File: src/rtl/jt7759_rom_bridge.sv
// jt7759_rom_bridge: byte-wide ROM port for the jt7759 ADPCM core, served
// from a shared 16-bit memory channel (req/ack + data strobe). A 4-byte line
// cache absorbs sequential nibble fetches so only misses reach memory.
// Optional macro JT7759_ROM_PREFETCH_EN adds a second line and a next-line
// prefetch after every demand fill.
module jt7759_rom_bridge #(
  parameter int AW = 17,
  parameter int MW = 22,
  parameter logic [MW-1:0] BASE = 22'h0
) (
  input  logic          clk,
  input  logic          rstn,
  input  logic          flush,
  input  logic          rom_cs,
  input  logic [AW-1:0] rom_addr,
  output logic [7:0]    rom_data,
  output logic          rom_ok,
  output logic          mem_req,
  output logic [MW-1:0] mem_addr,
  input  logic          mem_ack,
  input  logic          mem_dst,
  input  logic [15:0]   mem_data
);

  localparam int TW = AW - 2;
`ifdef JT7759_ROM_PREFETCH_EN
  localparam int NL = 2;
`else
  localparam int NL = 1;
`endif

  typedef enum logic [1:0] {IDLE, REQ, RD0, RD1} state_t;

  state_t          state_reg, state_next;
  logic [TW-1:0]   tag_reg   [NL];
  logic [31:0]     line_reg  [NL];
  logic            valid_reg [NL];
  logic [NL-1:0]   line_hit;
  logic [TW-1:0]   cur_tag;
  logic [TW-1:0]   ftag_reg;
  logic [15:0]     word0_reg;
  logic            poison_reg;
  logic            fill_sel_reg;
  logic            victim;
  logic            hit;
  logic [31:0]     hit_word;
  logic [7:0]      hit_byte;
  logic            ok_q;
  logic [AW-1:0]   addr_q;
  logic            start_fetch, start_pf, cap0, fill_done;
`ifdef JT7759_ROM_PREFETCH_EN
  logic            mru_reg;
  logic            pf_reg;
  logic            hit_idx;
`endif

  // Memory word address of the first word of a line, wrapping modulo 2^MW.
  function automatic logic [MW-1:0] line_addr(input logic [TW-1:0] t);
    return BASE + MW'({t, 1'b0});
  endfunction

  assign cur_tag = rom_addr[AW-1:2];

  genvar gi;
  generate
    for (gi = 0; gi < NL; gi++) begin : g_line
      assign line_hit[gi] = valid_reg[gi] && (tag_reg[gi] == cur_tag);

      // Line storage: invalidate on fetch start, fill on the last strobe, clear on flush.
      always_ff @(posedge clk or negedge rstn) begin
        if (!rstn) begin
          valid_reg[gi] <= 1'b0;
          tag_reg[gi]   <= '0;
          line_reg[gi]  <= '0;
        end else begin
          if (start_fetch && (victim == 1'(gi)))
            valid_reg[gi] <= 1'b0;
          if (start_pf && (fill_sel_reg != 1'(gi)))
            valid_reg[gi] <= 1'b0;
          if (fill_done && (fill_sel_reg == 1'(gi))) begin
            line_reg[gi]  <= {mem_data, word0_reg};
            tag_reg[gi]   <= ftag_reg;
            valid_reg[gi] <= !(poison_reg || flush);
          end
          if (flush)
            valid_reg[gi] <= 1'b0;
        end
      end
    end
  endgenerate

  // A flush in the same cycle suppresses the hit so stale data is never served.
  assign hit = rom_cs && (|line_hit) && !flush;

  // Select the hitting line and the addressed byte (little-endian in the line).
  always_comb begin
    hit_word = line_reg[0];
    for (int i = 0; i < NL; i++)
      if (line_hit[i]) hit_word = line_reg[i];
    hit_byte = hit_word[{rom_addr[1:0], 3'b000} +: 8];
  end

`ifdef JT7759_ROM_PREFETCH_EN
  // Index of the hitting line, used for replacement tracking.
  always_comb begin
    hit_idx = 1'b0;
    for (int i = 0; i < NL; i++)
      if (line_hit[i]) hit_idx = 1'(i);
  end

  // Most-recently-used line; demand misses replace the other one.
  always_ff @(posedge clk or negedge rstn) begin
    if (!rstn)
      mru_reg <= 1'b0;
    else if (fill_done && !pf_reg)
      mru_reg <= fill_sel_reg;
    else if (hit)
      mru_reg <= hit_idx;
  end

  assign victim = ~mru_reg;
`else
  assign victim = 1'b0;
`endif

  // FSM state register.
  always_ff @(posedge clk or negedge rstn) begin
    if (!rstn) state_reg <= IDLE;
    else       state_reg <= state_next;
  end

  // FSM next state and one-cycle control strobes.
  always_comb begin
    state_next  = state_reg;
    start_fetch = 1'b0;
    start_pf    = 1'b0;
    cap0        = 1'b0;
    fill_done   = 1'b0;
    case (state_reg)
      IDLE: if (rom_cs && !hit) begin
        state_next  = REQ;
        start_fetch = 1'b1;
      end
      REQ: if (mem_ack) state_next = RD0;
      RD0: if (mem_dst) begin
        state_next = RD1;
        cap0       = 1'b1;
      end
      RD1: if (mem_dst) begin
        fill_done  = 1'b1;
        state_next = IDLE;
`ifdef JT7759_ROM_PREFETCH_EN
        if (!pf_reg && !poison_reg && !flush) begin
          state_next = REQ;
          start_pf   = 1'b1;
        end
`endif
      end
      default: state_next = IDLE;
    endcase
  end

  // Memory request side: address/request launch, ack handling, poison tracking.
  always_ff @(posedge clk or negedge rstn) begin
    if (!rstn) begin
      mem_req      <= 1'b0;
      mem_addr     <= '0;
      ftag_reg     <= '0;
      poison_reg   <= 1'b0;
      fill_sel_reg <= 1'b0;
      word0_reg    <= '0;
`ifdef JT7759_ROM_PREFETCH_EN
      pf_reg       <= 1'b0;
`endif
    end else begin
      if (start_fetch) begin
        ftag_reg     <= cur_tag;
        mem_addr     <= line_addr(cur_tag);
        mem_req      <= 1'b1;
        poison_reg   <= 1'b0;
        fill_sel_reg <= victim;
`ifdef JT7759_ROM_PREFETCH_EN
        pf_reg       <= 1'b0;
`endif
      end else if (start_pf) begin
        ftag_reg     <= ftag_reg + 1'b1;
        mem_addr     <= line_addr(ftag_reg + 1'b1);
        mem_req      <= 1'b1;
        poison_reg   <= 1'b0;
        fill_sel_reg <= ~fill_sel_reg;
`ifdef JT7759_ROM_PREFETCH_EN
        pf_reg       <= 1'b1;
`endif
      end else begin
        if (state_reg == REQ && mem_ack)
          mem_req <= 1'b0;
        if (flush && state_reg != IDLE)
          poison_reg <= 1'b1;
      end
      if (cap0)
        word0_reg <= mem_data;
    end
  end

  // Hit path: register the byte and the address it belongs to.
  always_ff @(posedge clk or negedge rstn) begin
    if (!rstn) begin
      rom_data <= '0;
      addr_q   <= '0;
      ok_q     <= 1'b0;
    end else if (hit) begin
      rom_data <= hit_byte;
      addr_q   <= rom_addr;
      ok_q     <= 1'b1;
    end else begin
      ok_q     <= 1'b0;
    end
  end

  assign rom_ok = ok_q && rom_cs && (rom_addr == addr_q);

endmodule

File: config.mk
export PLATFORM = sky130hd
export DESIGN_NAME = jt7759_rom_bridge
export DESIGN_NICKNAME = d
export VERILOG_FILES = /design/src/rtl/jt7759_rom_bridge.sv
export SDC_FILE = /design/constraint.sdc
export NUM_CORES = 1
export LEC_CHECK = 0
export BUFFER_PORTS_ARGS = -buffer_cell sky130_fd_sc_hd__buf_2
export CORE_UTILIZATION = 30
export CTS_CLUSTER_SIZE = 20
export DETAILED_ROUTE_END_ITERATION = 8
export PLACE_DENSITY = 0.53
export SYNTH_ARGS = -nofsm -noshare
export SYNTH_HDL_FRONTEND = slang
export SYNTH_SLANG_ARGS = --single-unit
File: constraint.sdc
create_clock -name clk -period 2.9 [get_ports clk]
set_clock_uncertainty 0.05 [all_clocks]
set_input_delay 0.58 -clock clk [delete_from_list [all_inputs] [get_ports clk]]
set_output_delay 0.58 -clock clk [all_outputs]
set_load 0.05 [all_outputs]
==> results by group <==
Status
  – Status: finished clean

Pwr
  – Pwr dens: 1020 nW/um2
  – Worst VDD drop: 0.404 mV
  – Total Power: 5.87 mW
  – P_leak: 2.62 nW

Global routing
  – Vias in the first global route: 2,941
  – Antenna violations before repair: 1
  – First-pass GRT wire length: 15,700 um
  – Total global routing overflow: 0
  – Gr usage total: 12.5%
  – Largest net degree at the start of global routing: 82

Floorplanning
  – Die Area: 16,600 um2
  – Row Count: 45
  – # IOs: 71
  – Die Ht: 129 um
  – Initial Util: 31.3%
  – Total core area: 15,400 um2
  – Die width: 129 um

Routing
  – Initial DRC count: 94
  – Final WL: 9670 um
  – DR vias: 2,744
  – Wire per inst: 16.0 um
  – DRT antenna net count: 0
  – Vias per inst: 4.53
  – DRC violations left: 0
  – Drt first pass iters: 4

Setup path
  – Critical path class: primary input to output port
  – Critical Path RT: 2.27 ns
  – Reg-to-Reg Start: tag_reg[14]
  – Slowest CP cell: buf_2
  – Worst path max stage delay: 0.31 ns
  – CP cell instances: buf_2 -> xor2_1 -> nor4_1 -> nand4_1 -> nor4_4 -> buf_2
  – Nature of the critical path endpoint: output port
  – Most common cell on crit path: buf_2
  – Reg2reg end: state_reg[1]
  – Worst Path Arrival: 1.85 ns
  – Crit path max fanout: 4
  – R2r setup slk: 0.45 ns
  – R2R depth: 6
  – Crit start category: primary input

Finish
  – Max FFs per register: 32
  – Layout net count: 432
  – P&R area growth vs syn: 19.3%
  – Layout cells sized above 1: 51.0%
  – Fillcell total: 1,524

Logic synthesis
  – Asr flop ratio synth: 100%
  – Post-synth EDFFs: 0
  – Mapped Cells: 321
  – Post-synthesis sequential area ratio: 56.5%
  – Register bit total from synthesis: 109
  – Synth cell types: 36
  – Synthesized cell area: 4830 um2
  – Syn. warnings: 0
  – Mean Syn Cell Area: 15.0 um2
  – Ys flop type: dfrtp_1

Clocking
  – Clk slew on worst S/H paths: 0.07 ns
  – CTS resizes: 0
  – # clock sinks: 109
  – Post-CTS Setup Bufs: 0
  – Hold buffer count at cts: 0
  – CTS H-tree lvls: 3
  – Clk_lat worst skew: 0.34 ns
  – Deepest clock path buffer count: 2
  – CTS tree: built
  – Root Buffer: clkbuf_16
  – Inserted Clock Buffers: 9

STA
  – Worst slew margin: 29.2%
  – Max Clk Rate: 404 MHz
  – Final worst slack: 0.423 ns
  – Final hold violations: 0
  – WHS: 0.113 ns
  – Total negative slack: 0 ns
  – Slew of the pin with the lowest slew margin: 1.06 ns
  – Final setup violation count: 0
  – Fin crit share: 85.4%
  – Final worst path period need: 2.48 ns
  – Max-slew violation count: 0
  – Unrepaired setup endpoints after global routing: false

Worst hold path
  – Hold WC Path Type: primary input to async pin

Placed design
  – IO buf count: 63
  – Worst setup slack after placement: 0.160 ns
  – RD Place Congestion: 0.756
  – HPWL Detailed: 6640 um

Run
  – Maxcap violations: 0
worst max-delay path: cells and delay by family:
| family | cells | cell delay, ns |
|---|---|---|
| buf+inv | 2 | 0.44 |
| simple gates | 3 | 0.67 |
| xor+xnor | 1 | 0.16 |
stage by stage:
step	instance area, um2	utilization [%]	cells
4_1_cts	5760	37.3	605
3_5_place_dp	5410	35.1	589
6_report	5760	37.3	606
3_3_place_gp	5410	35.1	589
2_1_floorplan	4860	-	327
5_1_grt	5760	37.3	605
cells in the final DEF, fill, tap and decap left out, types with 2 or more instances in the layout:
master and instances:
inv_1 4, buf_4 6, mux2_4 7, ha_1 4, nor4_1 2, conb_1 7, nand4_1 7, xnor2_1 20
buf_12 2, clkbuf_16 9, nor4_4 2, o22ai_1 2, nor2_1 3, nor3_1 2, mux4_2 8, buf_2 62
nand2_1 5, dfrtp_1 109, clkinvlp_4 2, xor2_1 12, mux2_2 95, bufinv_16 3, or4_1 2, a21oi_1 2
report_power, final:
group	switching, mW	leakage [nW]	internal, mW
clock network	0.552	0.165	0.867
registers	0.334	1.35	2.11
logic	1.04	1.10	0.965
total	1.93	2.62	3.95
cell usage after synthesis (3+ instances only):
cell type,count,area share [%]
ha_1,4,1.0
mux2_2,95,22
xnor2_1,20,3.6
buf_4,8,1.2
nand4_1,7,0.91
mux4_2,8,3.7
xor2_1,12,2.2
inv_1,4,0.31
nor2_1,3,0.23
dfrtp_1,109,57
nor4_1,3,0.39
clkbuf_1,8,0.62
mux2_4,7,2.2
nand2_1,6,0.47
how the worst max path moves through the flow:
stage,depth (start not counted),start,to,slack (ns)
global route,5,state_reg[0],ftag_reg[0],0.27
CTS,5,addr_q[16],rom_ok,0.38
floorplan,4,rom_addr[0],rom_ok,0.21
detailed placement,7,rom_addr[16],state_reg[1],0.16
global placement,6,rom_addr[2],ftag_reg[5],0.16
finish,6,rom_addr[16],rom_ok,0.42
routing by layer:
layer  wire, um  vias up  GRT usage, %
met4         93        0          3.88
met3        468        8          3.41
li1           -     1273             -
met5          0        -             0
met2       4740       65          20.9
met1       4370     1398          15.7
area by class of cell:
cell class / count / area (um2) / area share [%]
Sequential cell: 109 / 2730 / 47.4
Multi-Input combinational cell: 195 / 2010 / 34.8
Timing Repair Buffer: 70 / 395 / 6.87
Tap cell: 211 / 264 / 4.58
Clock buffer: 10 / 239 / 4.15
Clock inverter: 6 / 110 / 1.91
Inverter: 4 / 15.0 / 0.261
Antenna cell: 1 / 2.50 / 0.0434
kinds of logic (layout without fill, tap and decap cells):
logic type	Yosys count	count (layout)	synth area share, %
XOR/XNOR	32	32	5.81
adder cells (fa/ha/maj)	4	4	1.04
AND/OR/NAND/NOR	30	30	3.92
flip-flops	109	109	56.5
buffers and inverters	23	90	2.75
multiplexers	111	111	28.3
AO/OA/AOI/OAI	11	11	1.58
other	1	8	0.0777
No activity file was read; power rests on OpenSTA's default activity.
